===== src/rtl/fb_dac_driver_pkg.sv =====
`default_nettype none
// +--------------------------------------------------------------------------+
// | fb_dac_pkg : shared types, widths and helpers for the kicker DAC driver  |
// | Revision   : 1.0                                                         |
// +--------------------------------------------------------------------------+
package fb_dac_pkg;

    localparam int DAC_W     = 14;
    localparam int GAIN_FRAC = 6;
    localparam int POS_W     = 15;
    localparam int ACC_W     = 16;
    localparam int PROD_W    = 24;
    localparam int SUM_W     = 19;

    localparam logic [DAC_W-1:0] DAC_MID = {1'b1, {(DAC_W-1){1'b0}}};

    typedef enum logic [2:0] {
        ST_IDLE  = 3'd0,
        ST_ACC1  = 3'd1,
        ST_SCALE = 3'd2,
        ST_READY = 3'd3,
        ST_WRITE = 3'd4
    } state_e;

    // Two's complement to offset-binary: only the sign bit flips.
    function automatic logic [DAC_W-1:0] to_offset_binary(input logic signed [DAC_W-1:0] v);
        return {~v[DAC_W-1], v[DAC_W-2:0]};
    endfunction

endpackage
`default_nettype wire


===== src/rtl/fb_dac_driver_if.sv =====
`default_nettype none
// +--------------------------------------------------------------------------+
// | fb_dac_driver_if : DSP-side inputs, control and DAC-side outputs         |
// | Revision         : 1.0                                                   |
// +--------------------------------------------------------------------------+
interface fb_dac_driver_if #(
    parameter int DAC_W = 14
);
    logic signed [14:0]      pout;
    logic                    dsp_oflow;
    logic                    fb_cond;
    logic                    dac_clk_in;
    logic                    fb_en;
    logic                    store_strb;
    logic [7:0]              gain;
    logic signed [DAC_W-1:0] offset;
    logic [DAC_W-2:0]        out_lim;
    logic [DAC_W-1:0]        dac_data;
    logic                    dac_wr;
    logic                    sat_flag;
    logic [7:0]              oflow_count;

    modport master (
        output pout, dsp_oflow, fb_cond, dac_clk_in, fb_en, store_strb,
               gain, offset, out_lim,
        input  dac_data, dac_wr, sat_flag, oflow_count
    );

    modport slave (
        input  pout, dsp_oflow, fb_cond, dac_clk_in, fb_en, store_strb,
               gain, offset, out_lim,
        output dac_data, dac_wr, sat_flag, oflow_count
    );
endinterface
`default_nettype wire


===== src/rtl/fb_dac_driver_scale_clamp.sv =====
`default_nettype none
// +--------------------------------------------------------------------------+
// | fb_scale_clamp : gain shift, offset add and symmetric clamp (comb.)      |
// | Revision       : 1.0                                                     |
// +--------------------------------------------------------------------------+
module fb_scale_clamp #(
    parameter int DAC_W     = fb_dac_pkg::DAC_W,
    parameter int GAIN_FRAC = fb_dac_pkg::GAIN_FRAC
) (
    input  logic signed [fb_dac_pkg::PROD_W-1:0] prod_i,
    input  logic signed [DAC_W-1:0]              offset_i,
    input  logic        [DAC_W-2:0]              lim_i,
    output logic signed [DAC_W-1:0]              data_o,
    output logic                                 sat_o
);
    import fb_dac_pkg::*;

    logic signed [SUM_W-1:0] sum_w;
    logic signed [SUM_W-1:0] lim_pos_w;
    logic signed [SUM_W-1:0] lim_neg_w;

    // Arithmetic shift truncates toward -inf; the sum cannot overflow 19 bits.
    assign sum_w     = SUM_W'(prod_i >>> GAIN_FRAC) + SUM_W'(offset_i);
    assign lim_pos_w = SUM_W'({1'b0, lim_i});
    assign lim_neg_w = -lim_pos_w;

    always_comb begin
        data_o = sum_w[DAC_W-1:0];
        sat_o  = 1'b0;
        if (sum_w > lim_pos_w) begin
            data_o = lim_pos_w[DAC_W-1:0];
            sat_o  = 1'b1;
        end else if (sum_w < lim_neg_w) begin
            data_o = lim_neg_w[DAC_W-1:0];
            sat_o  = 1'b1;
        end
    end

endmodule
`default_nettype wire


===== src/rtl/fb_dac_driver.sv =====
`default_nettype none
// +--------------------------------------------------------------------------+
// | fb_dac_driver : two-sample average, gain/offset/clamp, kicker DAC write  |
// | Revision      : 1.0                                                      |
// +--------------------------------------------------------------------------+
module fb_dac_driver #(
    parameter int DAC_W     = fb_dac_pkg::DAC_W,
    parameter int GAIN_FRAC = fb_dac_pkg::GAIN_FRAC
) (
    input  logic           clk,
    input  logic           rst_n,
    fb_dac_driver_if.slave bus
);
    import fb_dac_pkg::*;

    state_e                  state_q,    state_d;
    logic signed [ACC_W-1:0] acc_q,      acc_d;
    logic signed [PROD_W-1:0] prod_q,    prod_d;
    logic                    bad_q,      bad_d;
    logic [DAC_W-1:0]        dac_data_q, dac_data_d;
    logic                    dac_wr_q,   dac_wr_d;
    logic                    sat_q,      sat_d;
    logic [7:0]              cnt_q,      cnt_d;
    logic                    store_q;

    logic signed [DAC_W-1:0]  fb_val_w;
    logic signed [DAC_W-1:0]  zk_val_w;
    logic                     fb_sat_w;
    logic                     zk_sat_w;
    logic signed [PROD_W-1:0] acc_x_w;
    logic signed [PROD_W-1:0] gain_x_w;
    logic                     store_rise_w;
    logic                     store_fall_w;

    assign acc_x_w      = PROD_W'(acc_q);
    assign gain_x_w     = PROD_W'({1'b0, bus.gain});
    assign store_rise_w =  bus.store_strb & ~store_q;
    assign store_fall_w = ~bus.store_strb &  store_q;

    fb_scale_clamp #(.DAC_W(DAC_W), .GAIN_FRAC(GAIN_FRAC)) u_fb_path (
        .prod_i   (prod_q),
        .offset_i (bus.offset),
        .lim_i    (bus.out_lim),
        .data_o   (fb_val_w),
        .sat_o    (fb_sat_w)
    );

    // Zero-kick level: same clamp applied to the bare offset.
    fb_scale_clamp #(.DAC_W(DAC_W), .GAIN_FRAC(GAIN_FRAC)) u_zk_path (
        .prod_i   ('0),
        .offset_i (bus.offset),
        .lim_i    (bus.out_lim),
        .data_o   (zk_val_w),
        .sat_o    (zk_sat_w)
    );

    always_comb begin
        state_d    = state_q;
        acc_d      = acc_q;
        prod_d     = prod_q;
        bad_d      = bad_q;
        dac_data_d = dac_data_q;
        sat_d      = sat_q;
        cnt_d      = cnt_q;
        dac_wr_d   = bus.dac_clk_in & bus.fb_en;

        case (state_q)
            ST_IDLE: begin
                if (bus.fb_cond) begin
                    acc_d   = ACC_W'(bus.pout);
                    bad_d   = bus.dsp_oflow;
                    state_d = ST_ACC1;
                end
                if (bus.dac_clk_in) begin
                    dac_data_d = to_offset_binary(zk_val_w);
                    sat_d      = sat_q | zk_sat_w;
                end
            end
            ST_ACC1: begin
                if (bus.fb_cond) begin
                    acc_d = acc_q + ACC_W'(bus.pout);
                    bad_d = bad_q | bus.dsp_oflow;
                end else begin
                    acc_d = acc_q <<< 1;
                end
                state_d = ST_SCALE;
            end
            ST_SCALE: begin
                prod_d  = acc_x_w * gain_x_w;
                state_d = ST_READY;
            end
            ST_READY: begin
                if (bus.dac_clk_in) begin
                    if (bad_q) begin
                        if (cnt_q != 8'hFF) begin
                            cnt_d = cnt_q + 8'd1;
                        end
                    end else begin
                        dac_data_d = to_offset_binary(fb_val_w);
                        sat_d      = sat_q | fb_sat_w;
                    end
                    state_d = ST_WRITE;
                end else if (store_fall_w) begin
                    state_d = ST_IDLE;
                end
            end
            ST_WRITE: begin
                if (!bus.dac_clk_in) begin
                    state_d = ST_IDLE;
                end
            end
            default: begin
                state_d = ST_IDLE;
            end
        endcase

        if (store_rise_w) begin
            sat_d = 1'b0;
            cnt_d = 8'd0;
        end

        if (!bus.fb_en) begin
            state_d    = ST_IDLE;
            dac_data_d = to_offset_binary(zk_val_w);
            sat_d      = (store_rise_w ? 1'b0 : sat_q) | zk_sat_w;
        end
    end

    always_ff @(posedge clk or negedge rst_n) begin
        if (!rst_n) begin
            state_q    <= ST_IDLE;
            acc_q      <= '0;
            prod_q     <= '0;
            bad_q      <= 1'b0;
            dac_data_q <= DAC_MID;
            dac_wr_q   <= 1'b0;
            sat_q      <= 1'b0;
            cnt_q      <= 8'd0;
            store_q    <= 1'b0;
        end else begin
            state_q    <= state_d;
            acc_q      <= acc_d;
            prod_q     <= prod_d;
            bad_q      <= bad_d;
            dac_data_q <= dac_data_d;
            dac_wr_q   <= dac_wr_d;
            sat_q      <= sat_d;
            cnt_q      <= cnt_d;
            store_q    <= bus.store_strb;
        end
    end

    assign bus.dac_data    = dac_data_q;
    assign bus.dac_wr      = dac_wr_q & bus.fb_en;
    assign bus.sat_flag    = sat_q;
    assign bus.oflow_count = cnt_q;

endmodule
`default_nettype wire


===== src/flat_wrapper.sv =====
// flat-port wrapper written by rule: the top's interface ports become plain ports
module fb_dac_driver_flat import fb_dac_pkg::*;
#(
    parameter int DAC_W     = fb_dac_pkg::DAC_W,
    parameter int GAIN_FRAC = fb_dac_pkg::GAIN_FRAC
)
  (clk, rst_n, bus_pout, bus_dsp_oflow, bus_fb_cond, bus_dac_clk_in, bus_fb_en, bus_store_strb, bus_gain, bus_offset, bus_out_lim, bus_dac_data, bus_dac_wr, bus_sat_flag, bus_oflow_count);
  fb_dac_driver_if #(.DAC_W(DAC_W)) bus_i ();
  input  logic clk;
  input  logic rst_n;
  input wire logic [$bits(bus_i.pout)-1:0] bus_pout;
  input wire logic [$bits(bus_i.dsp_oflow)-1:0] bus_dsp_oflow;
  input wire logic [$bits(bus_i.fb_cond)-1:0] bus_fb_cond;
  input wire logic [$bits(bus_i.dac_clk_in)-1:0] bus_dac_clk_in;
  input wire logic [$bits(bus_i.fb_en)-1:0] bus_fb_en;
  input wire logic [$bits(bus_i.store_strb)-1:0] bus_store_strb;
  input wire logic [$bits(bus_i.gain)-1:0] bus_gain;
  input wire logic [$bits(bus_i.offset)-1:0] bus_offset;
  input wire logic [$bits(bus_i.out_lim)-1:0] bus_out_lim;
  output wire logic [$bits(bus_i.dac_data)-1:0] bus_dac_data;
  output wire logic [$bits(bus_i.dac_wr)-1:0] bus_dac_wr;
  output wire logic [$bits(bus_i.sat_flag)-1:0] bus_sat_flag;
  output wire logic [$bits(bus_i.oflow_count)-1:0] bus_oflow_count;
  assign bus_i.pout = bus_pout;
  assign bus_i.dsp_oflow = bus_dsp_oflow;
  assign bus_i.fb_cond = bus_fb_cond;
  assign bus_i.dac_clk_in = bus_dac_clk_in;
  assign bus_i.fb_en = bus_fb_en;
  assign bus_i.store_strb = bus_store_strb;
  assign bus_i.gain = bus_gain;
  assign bus_i.offset = bus_offset;
  assign bus_i.out_lim = bus_out_lim;
  assign bus_dac_data = bus_i.dac_data;
  assign bus_dac_wr = bus_i.dac_wr;
  assign bus_sat_flag = bus_i.sat_flag;
  assign bus_oflow_count = bus_i.oflow_count;
  fb_dac_driver #(.DAC_W(DAC_W), .GAIN_FRAC(GAIN_FRAC)) u_core (.clk(clk), .rst_n(rst_n), .bus(bus_i));
endmodule

===== config.mk =====
export PLATFORM = sky130hd
export DESIGN_NAME = fb_dac_driver_flat
export DESIGN_NICKNAME = d
export VERILOG_FILES = /design/src/rtl/fb_dac_driver_pkg.sv /design/src/rtl/fb_dac_driver_if.sv /design/src/rtl/fb_dac_driver_scale_clamp.sv /design/src/rtl/fb_dac_driver.sv /design/src/flat_wrapper.sv
export SDC_FILE = /design/constraint.sdc
export NUM_CORES = 1
export LEC_CHECK = 0
export ABC_CLOCK_PERIOD_IN_PS = 11050
export BUFFER_PORTS_ARGS = -buffer_cell sky130_fd_sc_hd__buf_2
export CAP_MARGIN = 0
export CORE_UTILIZATION = 30
export DETAILED_ROUTE_END_ITERATION = 12
export GPL_ROUTABILITY_DRIVEN = 0
export PLACE_DENSITY = 0.43
export REMOVE_ABC_BUFFERS = 1
export SYNTH_ARGS = -nofsm -noshare
export SYNTH_HDL_FRONTEND = slang
export SYNTH_HIERARCHICAL = 1
export SYNTH_SLANG_ARGS = --single-unit

===== constraint.sdc =====
create_clock -name clk -period 11.05 [get_ports clk]
set_input_delay 0 -clock clk [delete_from_list [all_inputs] [get_ports clk]]
set_output_delay 0 -clock clk [all_outputs]
set_load 0.03 [all_outputs]

After elaboration in Yosys (flattened, before gate mapping)
Cells that the tools add are included.
Widths: inputs -> output; s select.
{ "word_totals": {"ff_bits": 69, "in_bits": 57, "out_inout_bits": 24, "wordCells": 97} }
{ "op_classes": {"n_addsub": 4, "mul": 1, "order_cmp": 4, "n_eq_ne": 18, "mux": 37, "n_bitwise": 12, "n_reduce_logical": 12} }
{ "ops": {"columns": ["operator", "count"], "rows": [
  ["$mux 14", 8],
  ["$mux 8", 5],
  ["$mux 16", 2],
  ["$pmux 16 s2", 1],
  ["$pmux 14 s2", 1],
  ["$mul 16x9->24", 1],
  ["$add 18x14->19", 1],
  ["$gt 19x14->1", 1],
  ["$lt 14x19->1", 1],
  ["$lt 19x19->1", 1],
  ["$neg 13->19", 1],
  ["$add 16x15->16", 1],
  ["$mux 3", 5],
  ["$ne 3x3->1 const B", 5],
  ["$pmux 3 s5", 1],
  ["$gt 14x14->1", 1],
  ["$mux 1", 12],
  ["$ne 4x3->1 const B", 3],
  ["$reduce_and 4->1", 3],
  ["$reduce_bool 2->1", 5],
  ["$add 8x1->8 const B", 1],
  ["$ne 8x8->1 const B", 1],
  ["$eq 3x2->1 const B", 2],
  ["$reduce_and 3->1", 2],
  ["12 further kinds", 23]
]} }

Longest topological paths before layout
{ "logic_depth": {"depth_word": 10, "mapped_depth": 26, "ltp_nobuf": 24} }

Modules after synthesis
The synthesis kept the hierarchy.
{ "modules_own_cells": {"columns": ["mod", "instances", "cells_per_inst", "area_each_um2", "seq_area_each_um2"], "rows": [
  ["fb_dac_driver", 1, 978, 8440.6, 1727.9],
  ["fb_scale_clamp (u_core.u_fb_path)", 1, 325, 2429.8, 0.0],
  ["fb_scale_clamp (u_core.u_zk_path)", 1, 335, 2393.5, 0.0]
]} }

Worst setup path before layout
OpenSTA, ideal clock, no wires.
{ "synth_timing": {"path_kind": "register to register", "start": "register u_core.acc_q[15]", "end": "register u_core.prod_q[23]", "setup_ns": 0.092, "t_arrival_ns": 4.568, "required_ns": 10.958, "path_slack_ns": 6.390, "stages_incl_launch_ff": 18, "n_path_buf": 1, "cell_sequence": "dfrtp_1 > clkbuf_1 > nand2_1 > fa_1 > fa_1 > inv_1 > fa_1 > inv_1 > fa_1 > inv_1 > ha_1 > nand4_1 > nor2_1 > a211oi_2 > o211ai_1 > a21o_1 > o21a_1 > o31ai_2"} }
{ "synth_via": {"elab_chain_cells": 1} }
{ "synth_lines": {"columns": ["item", "line", "rtl"], "rows": [
  ["from (decl)", "fb_dac_driver.sv:17", "logic signed [ACC_W-1:0] acc_q, acc_d;"],
  ["from (signal assigned)", "fb_dac_driver.sv:132", "acc_q <= '0;"],
  ["from (signal assigned)", "fb_dac_driver.sv:142", "acc_q <= acc_d;"],
  ["$mul 16x9->24", "fb_dac_driver.sv:89", "prod_d = acc_x_w * gain_x_w;"],
  ["to (signal assigned)", "fb_dac_driver.sv:143", "prod_q <= prod_d;"],
  ["to (decl)", "fb_dac_driver.sv:18", "logic signed [PROD_W-1:0] prod_q, prod_d;"]
]} }
No other way between the ends.
A chain may end at the register's enable or synchronous reset.

Worst setup path after layout
{ "layout_timing": {"start": "register u_core.prod_q[6]", "end": "register u_core.dac_data_q[12] (netlist: u_core/bus.dac_data[12])"} }
{ "layout_via": {"elab_chain_cells": 8, "elab_cells_between_ends": 9, "classes_between": "add/sub: 1; order compare: 2; mux: 6"} }
{ "layout_lines": {"columns": ["item", "line", "rtl"], "rows": [
  ["$add 18x14->19 *", "fb_dac_driver_scale_clamp.sv:23", "assign sum_w = SUM_W'(prod_i >>> GAIN_FRAC) + SUM_W'(offset_i);"],
  ["$lt 19x19->1", "fb_dac_driver_scale_clamp.sv:33", "end else if (sum_w < lim_neg_w) begin"],
  ["$mux 14", "fb_dac_driver_scale_clamp.sv:33", null],
  ["$mux 14 *", "fb_dac_driver_scale_clamp.sv:30", "if (sum_w > lim_pos_w) begin"],
  ["via u_core.fb_val_w[12]", "fb_dac_driver.sv:26", "logic signed [DAC_W-1:0] fb_val_w;"],
  ["$mux 14 *", "fb_dac_driver.sv:94", "if (bad_q) begin"],
  ["$mux 14 *", "fb_dac_driver.sv:93", "if (bus.dac_clk_in) begin"],
  ["$pmux 14 s2 *", "fb_dac_driver.sv:67", "case (state_q)"],
  ["$mux 14 *", "fb_dac_driver.sv:122", "if (!bus.fb_en) begin"],
  ["to (signal assigned)", "fb_dac_driver.sv:145", "dac_data_q <= dac_data_d;"],
  ["to (decl)", "fb_dac_driver.sv:20", "logic [DAC_W-1:0] dac_data_q, dac_data_d;"]
]} }
Mark *: on every way through the listed nets, which the timed path passes. The rest lies on a longest branch. The select of a mux whose other input is x is not followed.

==> qor.yml <==
status: "finished clean"
synthCells: 1615
clk_latency_ns: 0.36
hold_path_class: "primary input to flop"
grt_use_met1_pct: 20.8
cpMaxStageDelayCell: "a2111oi_0"
vias_per_cell: 4.86
fin_crit_ns: 5.28
n_fill_cell: 4679
dr.pass1.iters: 5
grt_use_total_pct: 16.0
period_share_pct: 47.7
max_freq_mhz: 190
setup_ws_ns: 5.77
postRouteAntennaNets: 0
drt-initial-drc-count: 493
path_class: "flop to flop"
start_util_pct: 30.4
cp-startpoint: "u_core/prod_q[6]"
finalSetupViolations: 0
grt_pass1_vias: 11302
vias: 11029
hold_depth: 3
min_from: "bus_pout[2]"
slew_viol_final: 0
cts_htree_levels: 3
core_mm2: 0.0430
crit_chain: "ha_1 > inv_1 > fa_1 > nor2b_1 > o31a_1 > o21ai_0 > nand2b_1 > a21o_1 > a21oi_1 > xnor2_1 > ha_1 > a2111oi_0 > nand3_1 > o211ai_1 > a21oi_1 > a31oi_1 > a221oi_1 > a311oi_2 > o22ai_2 > buf_4 > and3_1 > or3_1 > mux2i_1 > a21oi_1"
cts_max_path_buffers: 2
hold_viol_final: 0
n_antenna_cell: 0
endpoint_kind: "flop"
rsz0062_at_grt: "false"
worstPathRequired_ns: 11.27
top_usage_layer: "met2"
drc: 0
die-area_mm2: 0.0443
syn_area_mm2: 0.0130
dieHeight_um: 211
reg2reg_depth: 24
dp_hpwl_um: 28900
path_common_cell: "a21oi_1"
slew_headroom_pct: 40.2
cp.arrival_ns: 5.50
drv_cap: 0
numCtsBuffers: 9
grt_max_degree: 64
cp_max_fo: 30
antenna_found_initial: 0
tightest_slew_ns: 0.898
grt_use_met3_pct: 1.49
tns_ns: 0
postSynthAreaPerCell_um2: 8.08
regToRegStartpoint: "u_core/prod_q[6]"
cts_tree: "done"
grt_first_pass_wirelength_um: 57400
syn2layout_area_growth_pct: 10.5
pre_cts_ws_ns: 5.74
crit_path_max_incr_delay_ns: 0.52
row_count: 76
root_buffer: "clkbuf_16"
die_width_um: 211
finalNetCount: 1991
io_buffers: 80
globalRouteOverflowTotal: 0
cp-start-kind: "flop"
finalWirelength_um: 34300
use_met2_pct: 28.3
clk_pin_slew_ns: 0.06
ioPinCount: 81
wl_per_cell_um: 15.1
post-cts-setup-buffers: 0
drive_gt1_share_pct: 9.21
ys_warn_count: 6
worst_clock_skew_ns: 0.0137
clock_sinks: 63
placed cells by master (no fill, tap or decap), types with 6 or more instances in the layout:
cell type,count
ha_1,153
buf_2,79
nor2_1,91
o21ai_1,9
or3_1,12
a21oi_1,110
nor3_1,25
clkbuf_16,9
buf_4,10
xnor2_1,62
nand2b_1,21
mux2_2,6
a21o_1,19
a22oi_1,6
and2_1,78
mux2i_1,39
dfrtp_1,62
o31ai_1,6
nor2b_1,9
nand4_1,16
o21a_1,16
xor2_1,21
o21bai_1,8
o31a_1,6
dlygate4sd3_1,13
inv_1,226
o2bb2ai_1,7
o21ai_0,69
and3_1,7
nand2_1,156
fa_1,103
nand3_1,34
nand3b_1,7
o211ai_1,16
a31oi_1,6
conb_1,19
o22ai_1,18
registers in the layout, indices dropped and copies added, names as in the netlist:
signal and flops:
u_core/bus.dac_data 14, u_core/acc_q 16, u_core/bus.sat_flag 1, u_core/dac_wr_q 1
u_core/state_q 3, u_core/bus.oflow_count 8, u_core/store_q 1, u_core/bad_q 1
u_core/prod_q 18
path summary, 6_finish.rpt:
check	endpoint	slack (ns)
max reg2reg	u_core/bus.dac_data[12]	5.77
max	u_core/bus.dac_data[12]	5.77
min in group asynchronous	u_core/acc_q[0]	0.31
min reg2reg	u_core/prod_q[8]	0.49
min	u_core/acc_q[2]	0.02
max in group asynchronous	u_core/prod_q[19]	10.14
per-layer routing:
layer / part of all wire (%) / vias up
met5: 0 / -
met4: 1.6 / 0
met3: 1.9 / 36
met2: 48 / 152
met1: 48 / 5204
li1: - / 5637
worst max-delay path: cells and delay by family, from the launching register on:
family                     cells  cell delay (ns)
xor gates and xnor gates       1             0.20
and+or+nand+nor                5             0.87
DFF                            1             0.38
buffers and inverters          2             0.31
muxes                          1             0.14
adders and majority gates      3             0.71
AOI/OAI and AO/OA             12             2.54
per-stage QoR:
step | util, % | std cells | cell area, µm² | hold slack [ns]
floorplan | - | 1565 | 12800 | -0.296
global placement | 32.5 | 2239 | 14000 | 0.138
detailed placement | 32.5 | 2239 | 14000 | 0.138
CTS | 33.5 | 2268 | 14400 | 0.00605
global route | 33.5 | 2268 | 14400 | 0.0936
finish | 33.5 | 2268 | 14400 | 0.0200
area by class of cell:
type                       instances  area [µm²]  area share, %
clock buffer                       9         225           1.56
clock inverter                     7        80.1          0.555
inverter                         227         852           5.91
multi-input combinational       1275       10400           71.8
sequential                        63        1580           10.9
tap                              585         732           5.08
timing repair buffer             102         601           4.17
repair_timing:
| action | in CTS | in global routing |
|---|---|---|
| resized for setup | 0 | 0 |
| hold buffers | 13 | 0 |
| endpoints found under the hold margin | 75 | 0 |
Power is not shown: default switching activity piles up to over one toggle a cycle in this logic, so the estimate is an artifact.
